[src/rtl/seg_disp_pkg.sv]
// Shared constants for the seven-segment scan driver: glyph table, blank code
// and the select-width helper.
package seg_disp_pkg;

  localparam logic [6:0] SEG_BLANK = 7'b1111111;

  // Active-low a..g patterns for hex glyphs 0..F
  localparam logic [6:0] SEG7_TABLE [16] = '{
    7'b0000001, 7'b1001111, 7'b0010010, 7'b0000110,
    7'b1001100, 7'b0100100, 7'b0100000, 7'b0001111,
    7'b0000000, 7'b0000100, 7'b0001000, 7'b1100000,
    7'b0110001, 7'b1000010, 7'b0110000, 7'b0111000
  };

  function automatic int calc_wsel(input int digits);
    int w;
    w = $clog2(digits);
    return (w < 1) ? 1 : w;
  endfunction

endpackage

[src/rtl/hex_to_seg7.sv]
// Combinational nibble-to-segment decoder for common-anode digits; the dp
// segment is independent of blanking.
module hex_to_seg7
  import seg_disp_pkg::*;
(
  input  logic [3:0] nibble,
  input  logic       blank,
  input  logic       dp,
  output logic [7:0] seg
);

  assign seg = {(blank ? SEG_BLANK : SEG7_TABLE[nibble]), ~dp};

endmodule

[src/rtl/seg_scan_display.sv]
// Multiplexed seven-segment scanner with double-buffered frame loading,
// leading-zero suppression and 16-level brightness PWM.
module seg_scan_display
  import seg_disp_pkg::*;
#(
  parameter  int DIGITS   = 8,
  parameter  int DIV_BITS = 11,
  localparam int WSEL     = calc_wsel(DIGITS)
) (
  input  logic                  clk,
  input  logic                  rst_n,
  input  logic [4*DIGITS-1:0]   load_data,
  input  logic [DIGITS-1:0]     load_dp,
  input  logic [DIGITS-1:0]     load_blank,
  input  logic                  load_valid,
  output logic                  load_ready,
  input  logic                  lzs_en,
  input  logic [3:0]            bright,
  output logic [WSEL-1:0]       which,
  output logic [7:0]            seg,
  output logic                  enable,
  output logic                  frame_done
);

  logic [DIV_BITS-1:0]  cnt, cnt_nxt;
  logic [4*DIGITS-1:0]  disp_data, pend_data;
  logic [DIGITS-1:0]    disp_dp, disp_blank, pend_dp, pend_blank;
  logic                 slot_end, wrap, xfer, en_nxt;
  logic [3:0]           nib;
  logic                 dig_dp, dig_blank, lead_zero;
  logic [7:0]           seg_p0;

  assign cnt_nxt  = cnt + 1'b1;
  assign slot_end = &cnt;
  assign wrap     = slot_end && (which == WSEL'(DIGITS - 1));
  assign xfer     = load_valid && load_ready;
  // Enable tracks the cnt value it is shown with; cnt==0 is the stale-seg cycle
  assign en_nxt   = (cnt_nxt != '0) && (cnt_nxt[DIV_BITS-1 -: 4] <= bright);

  // Stage p0: pick the driven digit and resolve blanking
  always_comb begin
    nib       = '0;
    dig_dp    = 1'b0;
    dig_blank = 1'b0;
    lead_zero = 1'b1;
    for (int i = 0; i < DIGITS; i++) begin
      lead_zero = lead_zero && (disp_data[4*(DIGITS-i)-1 -: 4] == 4'd0);
      if (which == WSEL'(i)) begin
        nib       = disp_data[4*(DIGITS-i)-1 -: 4];
        dig_dp    = disp_dp[DIGITS-1-i];
        dig_blank = disp_blank[DIGITS-1-i] || (lzs_en && lead_zero && (i < DIGITS - 1));
      end
    end
  end

  hex_to_seg7 u_dec (
    .nibble (nib),
    .blank  (dig_blank),
    .dp     (dig_dp),
    .seg    (seg_p0)
  );

  // Stage p1: scan counters, handshake, frame buffers and registered pins
  always_ff @(posedge clk) begin
    if (!rst_n) begin
      cnt        <= '0;
      which      <= '0;
      seg        <= 8'hFF;
      enable     <= 1'b0;
      frame_done <= 1'b0;
      load_ready <= 1'b1;
      disp_data  <= '0;
      disp_dp    <= '0;
      disp_blank <= '0;
    end else begin
      cnt        <= cnt_nxt;
      seg        <= seg_p0;
      enable     <= en_nxt;
      frame_done <= wrap;
      if (slot_end)
        which <= wrap ? '0 : which + 1'b1;
      if (xfer && wrap) begin
        // Data arriving on the frame boundary bypasses the pending buffer
        disp_data  <= load_data;
        disp_dp    <= load_dp;
        disp_blank <= load_blank;
      end else if (xfer) begin
        load_ready <= 1'b0;
      end else if (wrap && !load_ready) begin
        disp_data  <= pend_data;
        disp_dp    <= pend_dp;
        disp_blank <= pend_blank;
        load_ready <= 1'b1;
      end
    end
  end

  always_ff @(posedge clk) begin
    if (xfer && !wrap) begin
      pend_data  <= load_data;
      pend_dp    <= load_dp;
      pend_blank <= load_blank;
    end
  end

endmodule

[config.mk]
export PLATFORM = sky130hd
export DESIGN_NAME = seg_scan_display
export DESIGN_NICKNAME = d
export VERILOG_FILES = /design/src/rtl/seg_disp_pkg.sv /design/src/rtl/hex_to_seg7.sv /design/src/rtl/seg_scan_display.sv
export SDC_FILE = /design/constraint.sdc
export NUM_CORES = 1
export LEC_CHECK = 0
export ABC_AREA = 1
export ABC_CLOCK_PERIOD_IN_PS = 4200
export BUFFER_PORTS_ARGS = -buffer_cell sky130_fd_sc_hd__buf_4
export CORE_MARGIN = 3
export CORE_UTILIZATION = 38
export DETAILED_ROUTE_END_ITERATION = 8
export PLACE_DENSITY = 0.59
export SLEW_MARGIN = 10
export SYNTH_ARGS = -nofsm -noshare
export SYNTH_HDL_FRONTEND = slang
export SYNTH_HIERARCHICAL = 1
export SYNTH_SLANG_ARGS = --single-unit
[constraint.sdc]
create_clock -name clk -period 4.2 [get_ports clk]
set_input_delay 1.26 -clock clk [delete_from_list [all_inputs] [get_ports clk]]
set_output_delay 1.26 -clock clk [all_outputs]
set_load 0.03 [all_outputs]
# --- Word level (Yosys, flattened, before mapping) ---
# Memory sizes are Yosys's and may differ from the RTL's. A register that Yosys moved wholly into a read port is not among the register bits.
# Index checks and enable logic that the tools add are counted.
classes:
  addsub: 2
  order_cmp: 1
  eq_ne: 8
  n_mux: 36
  n_bitwise: 4
  n_reduce_logical: 43
op_table:
  columns: ["op", "count"]
  rows:
  - ["32-bit two-way mux", 3]
  - ["8-bit two-way mux", 6]
  - ["4-bit two-way mux", 8]
  - ["4-bit zero test", 7]
  - ["1-bit logical AND", 19]
  - ["1-bit two-way mux", 18]
  - ["3-bit == test (second input constant)", 4]
  - ["11-bit by 1-bit adder with 11-bit output (second input constant)", 1]
  - ["11-bit AND reduction", 1]
  - ["11-bit nonzero test", 1]
  - ["1-bit logical OR", 7]
  - ["3-bit by 2-bit == test with 1-bit output (second input constant)", 2]
  - ["4-bit inverter with 5-bit output", 1]
  - ["4-bit less-or-equal comparator", 1]
  - ["2-bit AND reduction", 2]
  - ["2-bit nonzero test", 2]
  - ["3-bit by 1-bit adder with 3-bit output (second input constant)", 1]
  - ["3-bit by 1-bit == test with 1-bit output (second input constant)", 1]
  - ["3-bit zero test", 1]
  - ["3-bit two-way mux", 1]
  - ["1-bit inverter", 3]
  - ["1-bit zero test", 2]
  - ["2-bit by 1-bit != test with 1-bit output (second input constant)", 1]
  - ["2-bit OR reduction", 1]
totals:
  register_bits: 114
  mem_bits_ro: 112
  in_bits: 56
  output_inout_bits: 14
  wordCells: 107
  n_memories: 1
mem_list:
  columns: ["name", "words", "width", "read_ports", "rd_ports_with_merged_regs", "wr", "line_no", "text"]
  rows:
  - ["(name not given)", 16, 7, 1, 1, 0, "hex_to_seg7.sv:12", "assign seg = {(blank ? SEG_BLANK : SEG7_TABLE[nibble]), ~dp};"]

# --- Depth between registers and ports, before layout ---
# Gate-level depths: netlist of the first run.
logic_depth:
  word_depth: 12
  ltp_mapped: 20
  mapped_depth_nobuf: 19

# --- By module ---
# Netlist of the first run, hierarchy kept.
modules_own_cells:
  columns: ["module", "instances", "cells_per_inst", "area_per_inst_um2", "seq_area_each_um2"]
  rows:
  - ["seg_scan_display", 1, 616, 5454.0, 2902.8]
  - ["hex_to_seg7", 1, 52, 296.5, 0.0]

# --- Least setup slack after synthesis of the first run ---
# OpenSTA, ideal clock, no wires.
synth_path:
  path_type: "input-to-reg"
  from: "input port load_valid"
  to: "register pend_blank[0], enable pin"
  setup_ps: 454
  t_arrival_ps: 3421
  required_ps: 3746
  slack_ps: 325
  path_stages: 2
  n_path_buf: 0
  path_cell_list: "nand2_1 > nor2_1"
synth_between:
  elab_chain_cells: 2
synth_lines:
  columns: ["element", "line_no", "text"]
  rows:
  - ["start, declared", "seg_scan_display.sv:15", "input logic load_valid,"]
  - ["1-bit logical AND", "seg_scan_display.sv:36", "assign xfer = load_valid && load_ready;"]
  - ["1-bit logical AND", "seg_scan_display.sv:99", "if (xfer && !wrap) begin"]
  - ["end signal, assigned", "seg_scan_display.sv:102", "pend_blank <= load_blank;"]
  - ["end, declared", "seg_scan_display.sv:27", "logic [DIGITS-1:0] disp_dp, disp_blank, pend_dp, pend_blank;"]
# Every way passes these cells.
# A chain may end at the register's enable or synchronous reset.

# --- Worst setup path in the final report of the first run ---
layout_path:
  from: "register which[0]"
  to: "register seg[4]"
layout_between:
  elab_chain_cells: 10
  word_cells_on_any_way: 26
  cone_classes: "7 x eq/ne; 16 x mux; 1 x bitwise; 2 x reduce/logical"
layout_lines:
  columns: ["element", "line_no", "text"]
  rows:
  - ["start, declared", "seg_scan_display.sv:19", "output logic [WSEL-1:0] which,"]
  - ["start signal, assigned", "seg_scan_display.sv:81", "which <= wrap ? '0 : which + 1'b1;"]
  - ["3-bit zero test", "seg_scan_display.sv:48", "if (which == WSEL'(i)) begin"]
  - ["4-bit two-way mux (7 in series)", "seg_scan_display.sv:48", null]
  - ["4-bit two-way mux (*)", "seg_scan_display.sv:48", null]
  - ["net nib[2]", "seg_scan_display.sv:29", "logic [3:0] nib;"]
  - ["4-bit inverter with 5-bit output (implied by the code) (*)", "hex_to_seg7.sv:12", null]
  - ["end, declared", "seg_scan_display.sv:20", "output logic [7:0] seg,"]
# The timed path passes the listed nets; every way through them passes the cells marked *.

==> results.toml, run 1 <==
[run_status]
status = "complete, no violations"

[synthesis]
synthTopCellsByArea = "dfxtp_1 (25%), edfxtp_1 (25%), a21oi_1 (7.7%)"
synth_nets = 743
yosysSeqAreaShare_pct = 50.48
synth_top_area_share_pct = 25.41
ys_ff_latch = 121
ys.flop_type = "dfxtp_1"
yosysTopAreaCell = "dfxtp_1"
synth_edf_count = 48
syn_area_sq_um = 5751
synth_warnings = 6
syn_avg_cell_area_sq_um = 8.609
async_flop_share_pct = 0
synthCells = 668
synth_cell_type_count = 32

[die]
fp.dieW_microns = 129.0
core.rowCount = 44
core_area_sq_um = 14640
io_pins = 70
start_util_pct = 39.27
die_area_sq_um = 16640
die_h_microns = 129.0

[setup_path]
worstPathArrival_ps = 3290
crit_fanout = 12
critical_path.most_common_cell = "nand2_1"
criticalPathCategory = "register to register"
start_kind = "register"
critPathTopFamily = "simple AND/OR/NAND/NOR gates"
cp-end-kind = "register"
crit_chain = "inv_1 > ha_1 > nand2_1 > o21ai_0 > a21oi_1 > nor2_1 > nand2_1 > nand3_1 > nand2_1 > nand3_1 > nand2_1 > nand2_1 > inv_1 > nand2_1 > nand3_1 > nand3_1 > or2_2"
cp_num_buf_inv = 2
required_ps = 4500
worst_path_max_delay_cell = "dfxtp_1"
max_stage_delay_ps = 390

[finish]
drive_above_1_share_pct = 19.54
n_fill_cell = 1426
diodes = 0
final_util_pct = 47.01
final_common_cell = "a21oi_1"
final_nets = 799
area_delta_synth_final_pct = 19.71
mostFrequentLayoutCells = "a21oi_1 (88), nand3_1 (87), nand2_1 (86)"

[clock_network]
ctsHoldBuffers = 0
cts_root_buf = "clkbuf_16"
postCtsSetupRepairBufs = 0
cts.clk_slew.worst_paths_ps = 50
cts_tree = "built"
clockBufferDepth = 2
htree_levels = 4
cts_inserted_buffers = 17
clock_sinks = 121
ctsResizeCount = 0
clk_latency_ps = 420

[power_and_ir_drop]
power.density_nw_per_um2 = 406.4
peakVddDrop_mv = 0.3137
leakage_uw = 0.002825

[sta]
slew_violations = 0
fin_tns_setup_ps = 0
finClkSkew_ps = 9.002
setup_viol = 0
hold_viol = 0
grt_setup_unrepaired = "false"
timing.final.crit_share_pct = 71.17
fmax_mhz = 334.5
worst_slew_pin_slew_ps = 697.1
relSlewSlack_pct = 53.10
fin_crit_ps = 2989

[route]
wl_per_cell_microns = 15.23
drtPass1Iterations = 5
finalWirelength_mm = 14.03
routed_via_density = 5.207
drc = 0
ant_nets = 0
num_vias = 4796
drt_iter0_markers = 419

[grt]
grt_antenna_before_repair = 0
grt_max_degree = 54
track_usage_pct = 17.43
grt_overflow = 0
grt_pass1_wl_mm = 22.86
first_global_vias = 4602

[placement]
finalWeightedCongestion = 0.8435
io_buffer_count = 69
hpwl_mm = 9.346

[job]
cap_violations = 0

[hold_path]
hold_class = "register to register"
-- routing by layer --
layer  global-route usage, %  share of wire, %  vias to the layer above
met1                   23.62                48                     2248
met4                   7.350               1.6                        0
li1                        -                 -                     2385
met2                   26.92                45                      145
met3                   3.998               5.1                       18
met5                       0                 0                        -
-- path summary, 6_finish.rpt --
path | slack [ps] | endpoint | from | cells past startpoint
setup / recovery | 1210 | seg[4]$_SDFF_PN1_ | which[0]$_SDFFE_PN0P_ | 17
hold / removal | 470 | cnt[0]$_SDFF_PN0_ | cnt[0]$_SDFF_PN0_ | 1
setup reg to reg | 1210 | seg[4]$_SDFF_PN1_ | which[0]$_SDFFE_PN0P_ | 17
hold reg to reg | 470 | cnt[0]$_SDFF_PN0_ | cnt[0]$_SDFF_PN0_ | 1
-- Yosys cell counts (5+ instances only) --
cell type	number
buf_2	6
dfxtp_1	73
edfxtp_1	48
xor2_1	7
nand4_1	5
nor2_1	62
o21ai_0	34
or2_2	8
ha_1	19
a21oi_2	21
o21ai_1	21
nand3_1	87
nand2_1	86
clkbuf_1	17
a21oi_1	88
inv_1	49
buf_6	10
-- cell type report --
class | count | area (sq um) | share of cell area [%]
inverters | 52 | 196.4 | 2.854
multi-input cells | 456 | 2426 | 35.24
flip-flops and latches | 121 | 2903 | 42.17
repair buffers | 76 | 570.5 | 8.288
clock buffers | 22 | 454.2 | 6.598
clock inverters | 10 | 103.9 | 1.509
well taps | 184 | 230.2 | 3.344
-- stage by stage --
step                      area (sq um)  worst slack [ps]  total power [uW]  cells  hold slack (ps)
after global placement            6326              1227              1434    889            443.0
after global routing              6884             869.7              2891    921            505.2
after CTS                         6884              1208              2824    921            476.0
after detailed placement          6326              1191              1438    889            463.7
final                             6884              1211              2798    921            469.4
after floorplan                   5751             325.2              1359    668            433.4
-- state kept, by name (all words and copies together) (netlist names) --
register	flops
cnt	11
disp_blank	8
disp_data	32
disp_dp	8
enable	1
frame_done	1
load_ready	1
pend_blank	8
pend_data	32
pend_dp	8
seg	8
which	3
-- worst reg2reg max path, delay by kind of cell, from the launching register on --
kind / cells / cell delay [ps]
AO/OA/AOI/OAI: 2 / 360
adder cells (fa/ha/maj): 1 / 230
buffers and inverters: 2 / 360
flip-flops: 1 / 390
AND/OR/NAND/NOR: 12 / 1550
-- cells by family (layout without fill, tap and decap cells) --
logic type / after synthesis / count (layout) / synth area share (%)
XOR/XNOR: 8 / 8 / 1.218
AO/OA/AOI/OAI: 171 / 171 / 16.60
buffers and inverters: 91 / 160 / 7.594
flip-flops: 121 / 121 / 50.48
adder cells (fa/ha/maj): 19 / 19 / 4.134
AND/OR/NAND/NOR: 258 / 258 / 19.97
-- power breakdown --
group	switching, uW	leakage [uW]	internal (uW)
logic	78.3	0.00150	52.8
clock network	506	0.000271	879
registers	15.5	0.00105	1270
total	600	0.00283	2200
(Power assumes the default switching activity.)
==> run 2: changes to the inputs <==
Settings changed: ABC_CLOCK_PERIOD_IN_PS 4200 to 2450, PLACE_DENSITY 0.59 to 0.61.
Clock period 4.2 ns to 2.45 ns, I/O delays scaled along.
==> results.toml, run 2 (same netlist as run 1, synthesis figures left out) <==
[route]
num_vias = 4969
drt_iter0_markers = 370
ant_nets = 0
drc = 0
finalWirelength_mm = 14.53
wl_per_cell_microns = 15.30
routed_via_density = 5.231
drtPass1Iterations = 4

[power_and_ir_drop]
power_uw = 4648
leakage_uw = 0.003004
power.density_nw_per_um2 = 632.3
peakVddDrop_mv = 0.4094

[sta]
worst_slew_pin_slew_ps = 597.2
hold_viol = 0
fin_crit_ps = 2371
whs_ps = 442.6
grt_setup_unrepaired = "true"
finClkSkew_ps = 10.94
relSlewSlack_pct = 60.15
fmax_mhz = 421.7
setup_viol = 0
fin_tns_setup_ps = 0
slew_violations = 0
timing.final.crit_share_pct = 96.79

[setup_path]
crit_fanout = 5
start_kind = "register"
criticalPathCategory = "register to register"
max_stage_delay_ps = 370
required_ps = 2750
worstPathArrival_ps = 2670
cp_num_buf_inv = 2
rrSetupSlack_ps = 80
worst_path_max_delay_cell = "dfxtp_4"
crit_chain = "inv_4 > ha_4 > nand2_2 > nor2_4 > a21oi_1 > nor2_1 > nand2_1 > nand3_1 > nand2_1 > nand3_1 > nand2_2 > nand2_4 > inv_6 > ha_4 > nand2_1 > nand3_1 > nand3_1 > or2_2"
cp-end-kind = "register"
critical_path.most_common_cell = "nand3_1"
critPathTopFamily = "simple AND/OR/NAND/NOR gates"

[run_status]
status = "complete, no violations"

[clock_network]
cts_root_buf = "clkbuf_16"
cts_tree = "built"
clk_latency_ps = 420
cts.clk_slew.worst_paths_ps = 50
htree_levels = 4
clock_sinks = 121
clockBufferDepth = 2
cts_inserted_buffers = 17

[die]
core.rowCount = 44
core_area_sq_um = 14640
start_util_pct = 39.27
die_area_sq_um = 16640
io_pins = 70
die_h_microns = 129.0
fp.dieW_microns = 129.0

[finish]
mostFrequentLayoutCells = "buf_4 (97), a21oi_1 (87), nand3_1 (83)"
area_delta_synth_final_pct = 27.83
final_nets = 828
drive_above_1_share_pct = 27.94
fin_area_sq_um = 7351
top_regs = "disp_data (32), pend_data (32), cnt (11)"
final_common_cell = "buf_4"
diodes = 0

[placement]
finalWeightedCongestion = 0.9100
dpl_cell_area_sq_um = 6553
io_buffer_count = 69
hpwl_mm = 9.810

[grt]
track_usage_pct = 17.90
first_global_vias = 4892
grt_overflow = 0
grt_antenna_before_repair = 0
grt_pass1_wl_mm = 23.67
grt_max_degree = 53

[job]
cap_violations = 0

[hold_path]
hold_class = "register to register"
## run 2: cell count changes in the layout (fill, tap and decap cells not counted), sizes merged
cell      change
buf          +29
clkbuf        +6
bufinv        -2
clkinv        -2
clkinvlp      -1
inv           -1
## run 2: final cells by class
class | instances | area [sq um]
Multi-Input combinational cell | 456 | 2625
Clock inverter | 4 | 20.02
Tap cell | 184 | 230.2
Sequential cell | 121 | 2915
Fill cell | 1377 | 7293
Timing Repair Buffer | 105 | 838.3
Inverter | 52 | 215.2
Clock buffer | 28 | 506.7
## run 2: final timing paths
kind / end / cells past startpoint / start
hold / removal: cnt[0]$_SDFF_PN0_ / 1 / cnt[0]$_SDFF_PN0_
setup / recovery: seg[4]$_SDFF_PN1_ / 18 / which[0]$_SDFFE_PN0P_
hold reg to reg: cnt[0]$_SDFF_PN0_ / 1 / cnt[0]$_SDFF_PN0_
setup reg to reg: seg[4]$_SDFF_PN1_ / 18 / which[0]$_SDFFE_PN0P_
## run 2: power by group
group	switching [uW]	internal, uW	leakage [uW]	total, uW
sequential	25.7	2170	0.00105	2190
combinational	136	97.3	0.00169	233
clock	832	1390	0.000262	2220
## run 2: worst register-to-register path, delay by kind of cell (launching register included)
kind                       cells  cell delay, ps
AOI/OAI and AO/OA              1              80
buffers and inverters          2             150
DFF                            1             370
and+or+nand+nor               13            1240
adders and majority gates      2             410
## run 2: what timing repair did
| item | in CTS | in global routing |
|---|---|---|
| endpoints found under the setup margin | 7 | 19 |
| buffers inserted | 0 | 4 |
| endpoints found under the hold margin | 0 | 0 |
| cloned | 0 | 1 |
| hold buffers | 0 | 0 |
| pin swaps | 2 | 19 |
| resized for setup | 11 | 57 |
## run 2: metrics by stage
stage          worst slack [ps]  std cells  util [%]
2_1_floorplan             16.56        668         -
3_3_place_gp              25.60        913     44.75
3_5_place_dp             -131.2        913     44.75
4_1_cts                   7.431        945     48.47
5_1_grt                  -69.98        950     50.20
6_report                  78.57        950     50.20
## run 2: per-layer routing
| metal | part of all wire, % | global-route usage, % | vias to the layer above |
|---|---|---|---|
| li1 | - | - | 2449 |
| met1 | 47 | 23.46 | 2341 |
| met2 | 46 | 27.84 | 153 |
| met3 | 5.1 | 5.359 | 26 |
| met4 | 1.7 | 7.165 | 0 |
| met5 | 0 | 0 | - |
